**config.mk**
```make
export PLATFORM = sky130hd
export DESIGN_NAME = seven_seg
export DESIGN_NICKNAME = d
export VERILOG_FILES = /design/src/rtl/seven_seg.sv
export SDC_FILE = /design/constraint.sdc
export NUM_CORES = 1
export LEC_CHECK = 0
export ABC_CLOCK_PERIOD_IN_PS = 1300
export BUFFER_PORTS_ARGS = -buffer_cell sky130_fd_sc_hd__buf_2
export CAP_MARGIN = 0
export CORE_MARGIN = 2
export CORE_UTILIZATION = 25
export DETAILED_ROUTE_END_ITERATION = 8
export GPL_ROUTABILITY_DRIVEN = 0
export SKIP_LAST_GASP = 1
export SYNTH_ARGS = -nofsm -noshare
export SYNTH_HDL_FRONTEND = slang
export SYNTH_SLANG_ARGS = --single-unit
```
**constraint.sdc**
```tcl
create_clock -name clk -period 1.3 [get_ports clk]
set_input_delay 0.13 -clock clk [delete_from_list [all_inputs] [get_ports clk]]
set_output_delay 0.13 -clock clk [all_outputs]
set_load 0.01 [all_outputs]
```
**src/rtl/seven_seg.sv**
```systemverilog
// Registered hex-to-7-segment decoder for one digit with a pushbutton hold (freeze) mode.
// A key press toggles hold; while hold is set the digit is frozen and the decimal point is lit.
// Optional key debounce is compiled in with SEVENSEG_DEBOUNCE_EN; without it the synchronized
// key level feeds the edge detector directly and DEBOUNCE_CYCLES has no effect.
// Outputs are registered; SEG_ACTIVE_LOW only flips their polarity on the way out.
module seven_seg #(
  parameter bit          SEG_ACTIVE_LOW  = 1'b0,
  parameter logic [15:0] DEBOUNCE_CYCLES = 16'd50000
) (
  input  logic       clk,
  input  logic       rst,
  input  logic       key,
  input  logic [3:0] enc,
  output logic [6:0] seg_d,
  output logic       dot
);

  logic       key_s1;
  logic       key_s2;
  logic       key_level;
  logic       key_level_d;
  logic       key_rise;
  logic       hold;
  logic [6:0] seg_q;
  logic [6:0] seg_next;

  // Segment pattern {g,f,e,d,c,b,a} for every hex value; no blank code.
  function automatic logic [6:0] decode(input logic [3:0] v);
    logic [6:0] s;
    case (v)
      4'h0: s = 7'h3F;
      4'h1: s = 7'h06;
      4'h2: s = 7'h5B;
      4'h3: s = 7'h4F;
      4'h4: s = 7'h66;
      4'h5: s = 7'h6D;
      4'h6: s = 7'h7D;
      4'h7: s = 7'h07;
      4'h8: s = 7'h7F;
      4'h9: s = 7'h6F;
      4'hA: s = 7'h77;
      4'hB: s = 7'h7C;
      4'hC: s = 7'h39;
      4'hD: s = 7'h5E;
      4'hE: s = 7'h79;
      default: s = 7'h71;
    endcase
    return s;
  endfunction

  // Two-flop synchronizer for the asynchronous pushbutton.
  always_ff @(posedge clk or negedge rst) begin
    if (!rst) begin
      key_s1 <= 1'b0;
      key_s2 <= 1'b0;
    end else begin
      key_s1 <= key;
      key_s2 <= key_s1;
    end
  end

`ifdef SEVENSEG_DEBOUNCE_EN
  logic [15:0] deb_cnt;
  logic        deb_level;

  // The debounced level follows the synchronized key only after it has differed from it for
  // DEBOUNCE_CYCLES consecutive clocks; any agreement restarts the count.
  always_ff @(posedge clk or negedge rst) begin
    if (!rst) begin
      deb_cnt   <= 16'd0;
      deb_level <= 1'b0;
    end else if (key_s2 == deb_level) begin
      deb_cnt <= 16'd0;
    end else if (deb_cnt >= DEBOUNCE_CYCLES - 16'd1) begin
      deb_cnt   <= 16'd0;
      deb_level <= key_s2;
    end else begin
      deb_cnt <= deb_cnt + 16'd1;
    end
  end

  assign key_level = deb_level;
`else
  logic unused_debounce_cycles;
  assign unused_debounce_cycles = ^DEBOUNCE_CYCLES;
  assign key_level = key_s2;
`endif

  // Previous key level, so a press yields exactly one rise and a held key never repeats.
  always_ff @(posedge clk or negedge rst) begin
    if (!rst) key_level_d <= 1'b0;
    else      key_level_d <= key_level;
  end

  assign key_rise = key_level & ~key_level_d;

  // Hold flips on each press.
  always_ff @(posedge clk or negedge rst) begin
    if (!rst)          hold <= 1'b0;
    else if (key_rise) hold <= ~hold;
  end

  // Next digit: track enc while not holding (hold value before the edge), else keep the frozen one.
  always_comb begin
    seg_next = seg_q;
    if (!hold) seg_next = decode(enc);
  end

  // Registered segment pattern, polarity-free.
  always_ff @(posedge clk or negedge rst) begin
    if (!rst) seg_q <= 7'h00;
    else      seg_q <= seg_next;
  end

  assign seg_d = seg_q ^ {7{SEG_ACTIVE_LOW}};
  assign dot   = hold ^ SEG_ACTIVE_LOW;

endmodule

```
==> results of run 1 <==
==> cell type report <==
class                      instances  share of cell area (%)
multi-input combinational         45                    42.3
sequential                        11                    35.1
timing repair buffer              17                    12.4
tap                               30                    4.78
clock buffer                       3                    2.87
inverter                           4                    1.91
clock inverter                     1                   0.638
==> layer usage <==
layer	vias to the layer above	share of wire (%)	track usage [%]
met5	-	0	0
met1	227	51	12.0
met3	5	7.3	1.61
met4	0	3.5	8.54
li1	251	-	-
met2	19	38	13.9
==> metrics by stage <==
step,worst slack (ns),power (mW),area [sq um],hold WS (ns)
6_report,0.111,1.34,785,0.235
3_3_place_gp,0.149,1.10,737,0.00294
4_1_cts,0.115,1.35,785,0.238
3_5_place_dp,0.123,1.11,737,0.00559
2_1_floorplan,0.302,0.919,653,-0.166
5_1_grt,0.0383,1.46,785,0.284
==> synth_stat cells <==
cell / n
a211oi_1: 2
a21o_1: 1
a21oi_1: 1
a22o_1: 1
a31oi_1: 1
and2b_4: 1
buf_4: 2
buf_6: 1
clkbuf_2: 1
dfrtp_1: 11
ha_1: 7
inv_1: 3
inv_2: 1
mux2i_1: 3
nand2_1: 7
nand2b_1: 2
nand3_1: 1
nand3b_1: 1
nand4b_1: 1
nor2_1: 2
nor2b_1: 1
nor3b_1: 1
o21ai_0: 1
o21ai_1: 6
o311ai_2: 1
o31ai_1: 1
or3_1: 2
xnor2_1: 1
==> state kept, by name, indices dropped and copies added (netlist names) <==
name / count
dot: 1
key_level_d: 1
key_s1: 1
seg_d: 7
key_level: 1
==> logic make-up after synthesis <==
family / after synthesis / share of synthesized area (%)
xor gates and xnor gates: 1 / 1.34
adders and majority gates: 7 / 13.4
AOI/OAI and AO/OA: 15 / 15.5
DFF: 11 / 42.1
buffers and inverters: 8 / 7.09
muxes: 3 / 4.60
and+or+nand+nor: 19 / 15.9
==> power breakdown <==
group	internal, mW	total (mW)	switching [mW]	leakage, nW
sequential	0.476	0.592	0.116	0.128
clock	0.114	0.236	0.122	0.0177
combinational	0.253	0.512	0.259	0.233
total	0.843	1.34	0.497	0.378
==> worst register-to-register path: cells and delay by family, from the launching register on <==
family	cells	cell delay, ns
AOI/OAI and AO/OA	1	0.23
DFF	1	0.52
buffers and inverters	1	0.23
==> final timing paths <==
kind                                     to  slack (ns)   start
min in group clk                   seg_d[0]        0.26  enc[2]
worst max register to register     seg_d[4]        0.22     dot
worst min-delay path            key_level_d        0.24     rst
worst max-delay path                    dot        0.11     dot
worst min register to register    key_level        0.35  key_s1
max in group asynchronous          seg_d[3]        0.87     rst
==> repair_timing <==
| action | CTS | global route |
|---|---|---|
| hold buffers | 2 | 0 |
| endpoints found under the hold margin | 12 | 0 |
| setup endpoints to repair | 0 | 0 |
==> results, run 1 <==
- The critical path is of the register to primary output type.
- TritonCTS built the clock tree.
- The actual slew at the worst max-slew pin is 0.383 ns.
- The total count of max-transition violations in the final report came to 0.
- The antenna diode instance count is 0.
- The reported max-cap violation count is 0.
- Compared with the post-synthesis result, the final layout area differs by 20.1%.
- The element type at the critical path end is a primary output.
- The largest voltage drop on the vdd net is approximately 700 uV.
- Including well taps, the total number of placed cells is around 110.
- The I/O pin count is 15.
- Summing all multi-input logic gate instances after layout gives ~330 sq um.
- The critical path goes through buf_2.
- Adding up every negative setup slack in the final design gives 0 ns.
- The largest fanout of any net on the critical path is 11.
- The top cell family by delay on the critical path is flip-flops.
- The clock arrives with around 0.0065 ns of skew.
- After detailed routing, the number of remaining DRC violations is 0.
- The final core utilization is 31.7%.
- The via count of the first global-routing pass came to between 400 and 500.
- The area share of the leading cell type in the synthesized netlist is between 40 and 50%.
- The delay of the slowest critical-path stage is a little under 0.6 ns.
- The width of the chip is ~55 um.
- The cell area that synthesis handed to floorplanning was 653 sq um.
- The aggregate global-route resource usage is 9.57%.
- The worst-path cell with the longest stage delay is dfrtp_1.
- The synthesized netlist contains 28 unique library cells.
- The die outline area is 0.00304 sq mm.
- The worst path in the final design needs a cycle of about 1.2 ns, including I/O delays and setup.
- Summed over all instances, the cell type with the most area after synthesis is dfrtp_1.
- Power spread over the standard cell area amounts to about 1700 mW/mm^2.
- Setup repair after global routing left no endpoint under its margin.
- After clock tree synthesis, the repair step resized 0 gates.
- The floorplan has 18 rows.
- Sequential elements use 42.1% of the synthesized area.
- The worst min-delay path class is input port to asynchronous set/reset pin.
- The total wirelength of the detailed-routed design is around 1200 um.
- A synthesized cell averages 10.2 sq um.
- In this run the standard cell core region covers 0.00248 sq mm.
- The first global-routing pass estimated 1970 um of wire.
- Synthesis inferred 11 register bits.
- Counting the buffers created by CTS gives 3.
- Setup violations remaining at the end of the flow were counted as 0.
- In the layout the commonest cells are buf_2, dfrtp_1, nand2_1, ha_1, o21ai_1.
- The final route contains around 500 vias.
- Counting every instance in the synthesized netlist gives between 60 and 70.
- The most common cell after layout, fill and taps aside is buf_2.
- The number of sinks handled by clock tree synthesis is 11.
- The tightest slew margin relative to the limit is between 70% and 80%.
- The maximum count of clock buffers along a single path is 2.
- Derived from the worst setup path, the maximum achievable clock frequency is 0.841 GHz.
- The static power due to leakage is roughly 0.38 nW.
- The clock latency reported for the late side of the worst-skew pair is about 0.28 ns.
- In the final layout, the share of cells above drive strength 1 is around 27%.
- The post-CTS clock slew at the launch and capture registers of the worst setup and hold paths is 0.08 ns.
- The final instance count without filler cells is 111.
- Registers take 275 sq um.
- The number of hold-slack violations in the final timing report came to 0.
- The post-route fraction of the period consumed by the critical path is roughly 91%.
- The iteration-0 DRC count of the detailed router is 10.
- In the post-synthesis netlist, the biggest area contributors are dfrtp_1, ha_1, mux2i_1.
- The number of buffers added on ports is 14.
- Data on the critical path is required at its endpoint by 1.17 ns.
- STA classifies the critical path startpoint as a register.
- The number of cells on the worst reg-to-reg path is 2.
- In this run the number of cells on the critical path is 1.
- For this run, the post-layout net count is 96.
- The flow ran to the end, and the final reports show no timing, DRC or antenna violations.
- Data arrives at the worst endpoint at ~1.1 ns.
- The layout filler cell count is about 260.
- The number of H-tree levels is 1.
- The first-pass iteration count of the detailed router is 4.
- Entering global routing, the biggest net connects 16 pins.
- Counting every net in the synthesized netlist gives 78.
- The number of antenna violations at the first check in global routing is 0.
- The effective utilization at floorplan is a little over a quarter.
- After detailed routing, the number of vias per cell comes to roughly 4.5.
- Together, buffers and inverters on the worst path number 1.
- Clock tree synthesis selected as its root buffer the cell clkbuf_4.
- Dividing the detail-routed wire length by the instance count gives ~11 um.
- From bottom edge to top edge, the die measures 55.1 um.
- After global routing the overflow that remains totals 0.
- The count of nets left with antenna violations once routing finished came out at 0.
- The warning count from the yosys run is 0.
- The number of buffers inserted by post-CTS setup repair is 0.
Note: power is estimated with default switching activity, not from simulation.
==> run 2: changes to the inputs <==
- CORE_AREA: default -> 2 2 39 41
- CORE_MARGIN: 2 -> default
- CORE_UTILIZATION: 25 -> default
- DIE_AREA: default -> 0 0 41 43
- PLACE_DENSITY: default -> 0.74
==> run 2 against run 1 <==
Sequential power hardly changed. Critical path depth stayed put. Global-route usage rose by 7.0 points. Final cell count shrank 13%. Sequential share of layout area up 0.86 points. Register-to-register slack about the same. Clock power down 3%. Hold slack improved by 0.016 ns. Sequential cell count unchanged. Wire length down 12%. Critical path type unchanged. Largest power group unchanged.
==> results, run 2 (same netlist as run 1, synthesis figures left out) <==
- The flow ran to the end, and the final reports show no timing, DRC or antenna violations.
- The total wirelength of the detailed-routed design was 1090 um (-12%).
- Walking the worst path, the cells encountered are buf_2.
- The data required time at the worst endpoint is 1.17 ns (about the same).
- The final critical-path required period was 1.24 ns (+0.0518 ns).
- The die outline area was 0.00176 sq mm (-42%).
- The average vias per placed instance came to 5.22 (+15%).
- The number of flip-flops under the largest register name is 7 (unchanged).
- The global-route wire length before repair is 1950 um (-0.71%).
- The most common cell after layout, fill and taps aside is buf_2.
- The number of nets with antenna violations after routing came to 0 (unchanged).
- The buffers plus inverters on the worst setup path is 1 (unchanged).
- The delay of the slowest critical-path stage is 0.62 ns (+0.04 ns).
- The width of the chip is 41 um (-26%).
- The detailed-route wire length per cell is 11.3 um (+0.53%).
- The overall power after layout is 1.32 mW (-1.6%).
- The die extent in y came to 43 um (-22%).
- The clock latency reported for the late side of the worst-skew pair is 0.27 ns (about the same).
- The path type of the worst setup path is register to primary output.
- The data arrival time of the worst path is 1.11 ns (+0.05 ns).
- The maximum count of clock buffers along a single path is 2 (unchanged).
- The accumulated negative setup slack is 0 ns (unchanged).
- The worst setup path is captured at a primary output.
- Setup repair after global routing left no endpoint under its margin.
- The number of sinks handled by clock tree synthesis is 11 (unchanged).
- The reported max-cap violation count was 0 (unchanged).
- The static power due to leakage is 0.375 nW (-0.72%).
- In this run the clock root is driven by a clkbuf_4.
- The I/O pin count is 15 (unchanged).
- The layout filler cell count is 133 (-49%).
- The element type at the critical path start is a register.
- The achievable frequency came to 0.806 GHz (-4.2%).
- The largest fanout of any net on the critical path came to 14 (+3).
- The actual slew at the worst max-slew pin is 0.456 ns (+0.0727 ns).
- The largest voltage drop on the vdd net is 750 uV (+6.7%).
- The fraction of final layout cells with drive strength greater than 1 came to 25.9% (-1.2 points).
- The number of antenna violations at the first check in global routing was 0 (unchanged).
- The maximum clock skew at final layout is 0.00234 ns (-0.00412 ns).
- The number of vias in the routed layout is 506 (+0.80%).
- The cell area after placement came to 719 sq um (-2.4%).
- The iteration-0 DRC count of the detailed router was 11 (+1).
- The cell area power density is 1720 mW/mm^2 (+0.82%).
- The global-route layer with the greatest usage is met2.
- The met1 track utilization from global routing is 21.7% (+9.6 points).
- The worst min-delay path class is input port to asynchronous set/reset pin.
- The met2 demand-to-capacity share in global routing was 24.1% (+10 points).
- The remaining global-route overflow is 0 (unchanged).
- Leaving out fill and tap cells, the most frequent cells in the layout are buf_2, dfrtp_1, nand2_1, ha_1, o21ai_1.
- After legalization and detailed placement, the total HPWL measured ~800 um.
- The number of buffers added on ports is 14 (unchanged).
- The largest net degree at the start of global routing is 16 (unchanged).
- The top cell family by delay on the critical path is flip-flops.
- The effective utilization at floorplan is 47.2% (+21 points).
- The slowest stage of the critical path is the dfrtp_1 cell.
- The tightest slew margin relative to the limit is 69.6% (-4.8 points).
- The via count of the first global-routing pass is 448 (-0.88%).
- The post-route fraction of the period consumed by the critical path is 95.5% (+4.0 points).
- The post-CTS clock slew at the launch and capture registers of the worst setup and hold paths is 0.07 ns (about the same).
- The number of hold-slack violations in the final timing report is 0 (unchanged).
- The number of setup violations in the final report is 0 (unchanged).
- The placeable core region is 0.00138 sq mm (-44%).
- The final non-filler cell area is 766 sq um (-2.4%).
- The TritonCTS clock tree is yes.
- The antenna diode instance count was 0 (unchanged).
- Compared with the post-synthesis result, the final layout area differs by 17.2%.
- The placement row count is 14 (-4).
- The residual DRC count is 0 (unchanged).
- The net count reported at finish is 96 (unchanged).
- The number of clock buffers inserted by TritonCTS is 3 (unchanged).
- The first-pass iteration count of the detailed router came to 4 (unchanged).
- The aggregate global-route resource usage was 16.5% (+7.0 points).
- The met3 usage in global routing came to 4.71% (+3.1 points).
- The number of H-tree levels is 1 (unchanged).
- The total count of max-transition violations in the final report came to 0 (unchanged).
[run 2: final cells by class]
cell class	instances	area, sq um	share of cell area (%)
Clock buffer	4	26.3	3.43
Inverter	4	15.0	1.96
Multi-Input combinational cell	45	332	43.3
Sequential cell	11	275	35.9
Tap cell	16	20.0	2.61
Timing Repair Buffer	17	97.6	12.7
[run 2: power by group]
group | switching, mW | internal, mW | leakage [nW]
combinational | 0.246 | 0.253 | 0.233
clock | 0.111 | 0.119 | 0.0150
sequential | 0.115 | 0.475 | 0.128
[run 2: metrics by stage]
step	worst slack [ns]	hold slack [ns]	instances	utilization [%]
5_1_grt	0.00707	0.288	97	55.3
3_5_place_dp	0.116	0.00823	91	52.0
3_3_place_gp	0.159	0.00850	91	52.0
4_1_cts	0.0588	0.258	97	55.3
6_report	0.0589	0.252	97	55.3
2_1_floorplan	0.302	-0.166	64	-
[run 2: what timing repair did]
action	4_1_cts	5_1_grt
setup buffers	0	0
setup endpoints to repair	0	0
resized for setup	0	0
hold buffers	2	0
endpoints found under the hold margin	12	0
[run 2: metal layers]
layer	up-vias	wire length, um
li1	257	-
met2	16	474
met3	3	57
met1	230	542
met5	-	0
met4	0	17
[run 2: worst paths after layout]
path,cells after the start,slack [ns],endpoint,from
worst max register to register,3,0.22,seg_d[0],dot
worst min register to register,0,0.35,key_level,key_s1
worst max-delay path,1,0.06,dot,dot
min in group clk,3,0.26,seg_d[4],enc[2]
max in group asynchronous,2,0.85,seg_d[1],rst
worst min-delay path,2,0.25,key_level,rst
==> run 3: changes to the inputs <==
- CELL_PAD_IN_SITES_DETAIL_PLACEMENT: default -> 1
- CELL_PAD_IN_SITES_GLOBAL_PLACEMENT: default -> 1
- CORE_AREA: 2 2 39 41 -> default
- CORE_MARGIN: default -> 2
- CORE_UTILIZATION: default -> 41
- DIE_AREA: 0 0 41 43 -> default
- PLACE_DENSITY: 0.74 -> default
- PLACE_DENSITY_LB_ADDON: default -> 0.1
==> run 3 against run 2 <==
Register-to-register slack better by 0.03 ns. Largest power group unchanged. Utilization down 4.5 points. Sequential power down 1%. Critical path depth unchanged. Clock power about the same. Highest routed layer unchanged. Critical endpoint unchanged. Sequential cell count unchanged.
==> results, run 3 (same netlist as run 1, synthesis figures left out) <==
- The total count of max-transition violations in the final report is 0 (unchanged).
- The data required time at the worst endpoint is 1.17 ns (about the same).
- The tightest min-delay check is of the input port to asynchronous set/reset pin type.
- The least setup slack across all paths after layout was 0.146 ns (+0.0866 ns).
- The actual slew at the worst max-slew pin was 0.361 ns (-0.0951 ns).
- The final core utilization is 50.8% (-4.5 points).
- The number of H-tree levels came to 1 (unchanged).
- The via count of the first global-routing pass is 491 (+9.6%).
- The area overhead of the layout relative to synthesis is 17.2% (unchanged).
- The worst setup path is captured at a primary output.
- The cell area power density is 1740 mW/mm^2 (+1.3%).
- The net count reported at finish is 96 (unchanged).
- The cell count after placement was 91 (unchanged).
- The static power due to leakage came to 0.375 nW (unchanged).
- The final instance count without filler cells is 97 (unchanged).
- Setup repair after global routing left no endpoint under its margin.
- The buffers plus inverters on the worst setup path came to 1 (unchanged).
- The maximum count of clock buffers along a single path was 2 (unchanged).
- The tightest slew margin relative to the limit was 75.9% (+6.3 points).
- The placeable core region is 0.00151 sq mm (+8.9%).
- The accumulated negative setup slack came to 0 ns (unchanged).
- The placement row count was 14 (unchanged).
- The number of sinks handled by clock tree synthesis is 11 (unchanged).
- In this design, the largest share of critical-path delay is due to flip-flops.
- The average vias per placed instance was 5.26 (+0.79%).
- The largest fanout of any net on the critical path is 11 (-3).
- The achievable frequency is 0.866 GHz (+7.5%).
- The post-CTS clock slew at the launch and capture registers of the worst setup and hold paths is 0.07 ns (about the same).
- The residual DRC count is 0 (unchanged).
- The total wirelength of the detailed-routed design was 1340 um (+22%).
- The I/O pin count was 15 (unchanged).
- The iteration-0 DRC count of the detailed router is 12 (+1).
- The post-route fraction of the period consumed by the critical path came to 88.8% (-6.7 points).
- The post-placement worst setup slack is 0.104 ns (-0.0120 ns).
- The number of buffers added on ports was 14 (unchanged).
- Walking the worst path, the cells encountered are buf_2.
- The worst-path cell with the longest stage delay is dfrtp_1.
- TritonCTS built the clock tree.
- The placed wire-length estimate after detailed placement came to 1000 um (+22%).
- The clock latency reported for the late side of the worst-skew pair is 0.27 ns (about the same).
- The detailed-route wire length per cell came to 13.8 um (+22%).
- The path type of the worst setup path is register to primary output.
- The overall power after layout is 1.34 mW (+1.3%).
- The aggregate global-route resource usage is 16.7% (+0.16 points).
- The delay of the slowest critical-path stage is 0.56 ns (-0.06 ns).
- The buffer type at the clock tree root is clkbuf_4.
- The number of hold-slack violations in the final timing report was 0 (unchanged).
- The antenna diode instance count was 0 (unchanged).
- The number of antenna violations at the first check in global routing is 0 (unchanged).
- The largest net degree at the start of global routing came to 16 (unchanged).
- The number of nets with antenna violations after routing is 0 (unchanged).
- The maximum clock skew at final layout came to 0.00362 ns (+0.00127 ns).
- The library cells used most frequently in the layout, excluding fill and tap cells, are buf_2, dfrtp_1, nand2_1, ha_1, o21ai_1.
- The die outline area is 0.00193 sq mm (+9.4%).
- The die extent in y is 43.9 um (+2.1%).
- The largest voltage drop on the vdd net came to 1080 uV (+44%).
- The flow ran to the end, and the final reports show no timing, DRC or antenna violations.
- The number of setup violations in the final report is 0 (unchanged).
- The width of the chip is 43.9 um (+7.1%).
- The reported max-cap violation count came to 0 (unchanged).
- The effective utilization at floorplan is 43.4% (-3.8 points).
- The global-route wire length before repair is 2320 um (+19%).
- The first-pass iteration count of the detailed router is 4 (unchanged).
- The number of clock buffers inserted by TritonCTS came to 3 (unchanged).
- The element type at the critical path start is a register.
- The number of vias in the routed layout is 510 (+0.79%).
- The fraction of final layout cells with drive strength greater than 1 is 25.9% (unchanged).
- The number of flip-flops under the largest register name was 7 (unchanged).
- The number of buffers inserted by post-CTS setup repair is 0 (unchanged).
- The final critical-path required period is 1.15 ns (-0.0866 ns).
- The data arrival time of the worst path came to 1.02 ns (-0.09 ns).
- The most common cell after layout, fill and taps aside is buf_2.
- The remaining global-route overflow is 0 (unchanged).
## run 3: final timing paths
path | startpoint | end | slack (ns) | cells after the start
setup / recovery | dot | dot | 0.15 | 1
min in group clk | enc[2] | seg_d[0] | 0.27 | 3
hold reg to reg | key_s1 | key_level | 0.35 | 0
hold / removal | rst | seg_d[6] | 0.27 | 2
setup reg to reg | dot | seg_d[1] | 0.25 | 2
max in group asynchronous | rst | seg_d[1] | 0.83 | 2
## run 3: cell type report
class	instances	area (sq um)
multi-input combinational	45	332
tap	16	20.0
timing repair buffer	17	97.6
fill	175	741
sequential	11	275
inverter	4	15.0
clock buffer	4	26.3
## run 3: timing repair
item | in CTS | in global routing
endpoints found under the setup margin | 0 | 0
hold endpoints to repair | 12 | 0
resized for setup | 0 | 0
hold buffers | 2 | 0
## run 3: power breakdown
part	leakage [nW]	switching (mW)	total, mW	internal (mW)
clock network	0.0150	0.112	0.231	0.119
registers	0.128	0.108	0.584	0.476
logic	0.233	0.268	0.521	0.253
total	0.375	0.488	1.34	0.848
## run 3: layer usage
layer	vias to the layer above	share of wire (%)	GRT usage, %
met5	-	0	0
met3	2	4.0	6.25
met4	0	1.0	7.27
li1	252	-	-
met1	243	46	22.5
met2	13	49	23.8
## run 3: stage by stage
step	area, sq um	hold slack [ns]
after floorplan	653	-0.166
after global placement	719	0.00684
after detailed placement	719	0.00913
after CTS	766	0.262
after global routing	766	0.264
final	766	0.268
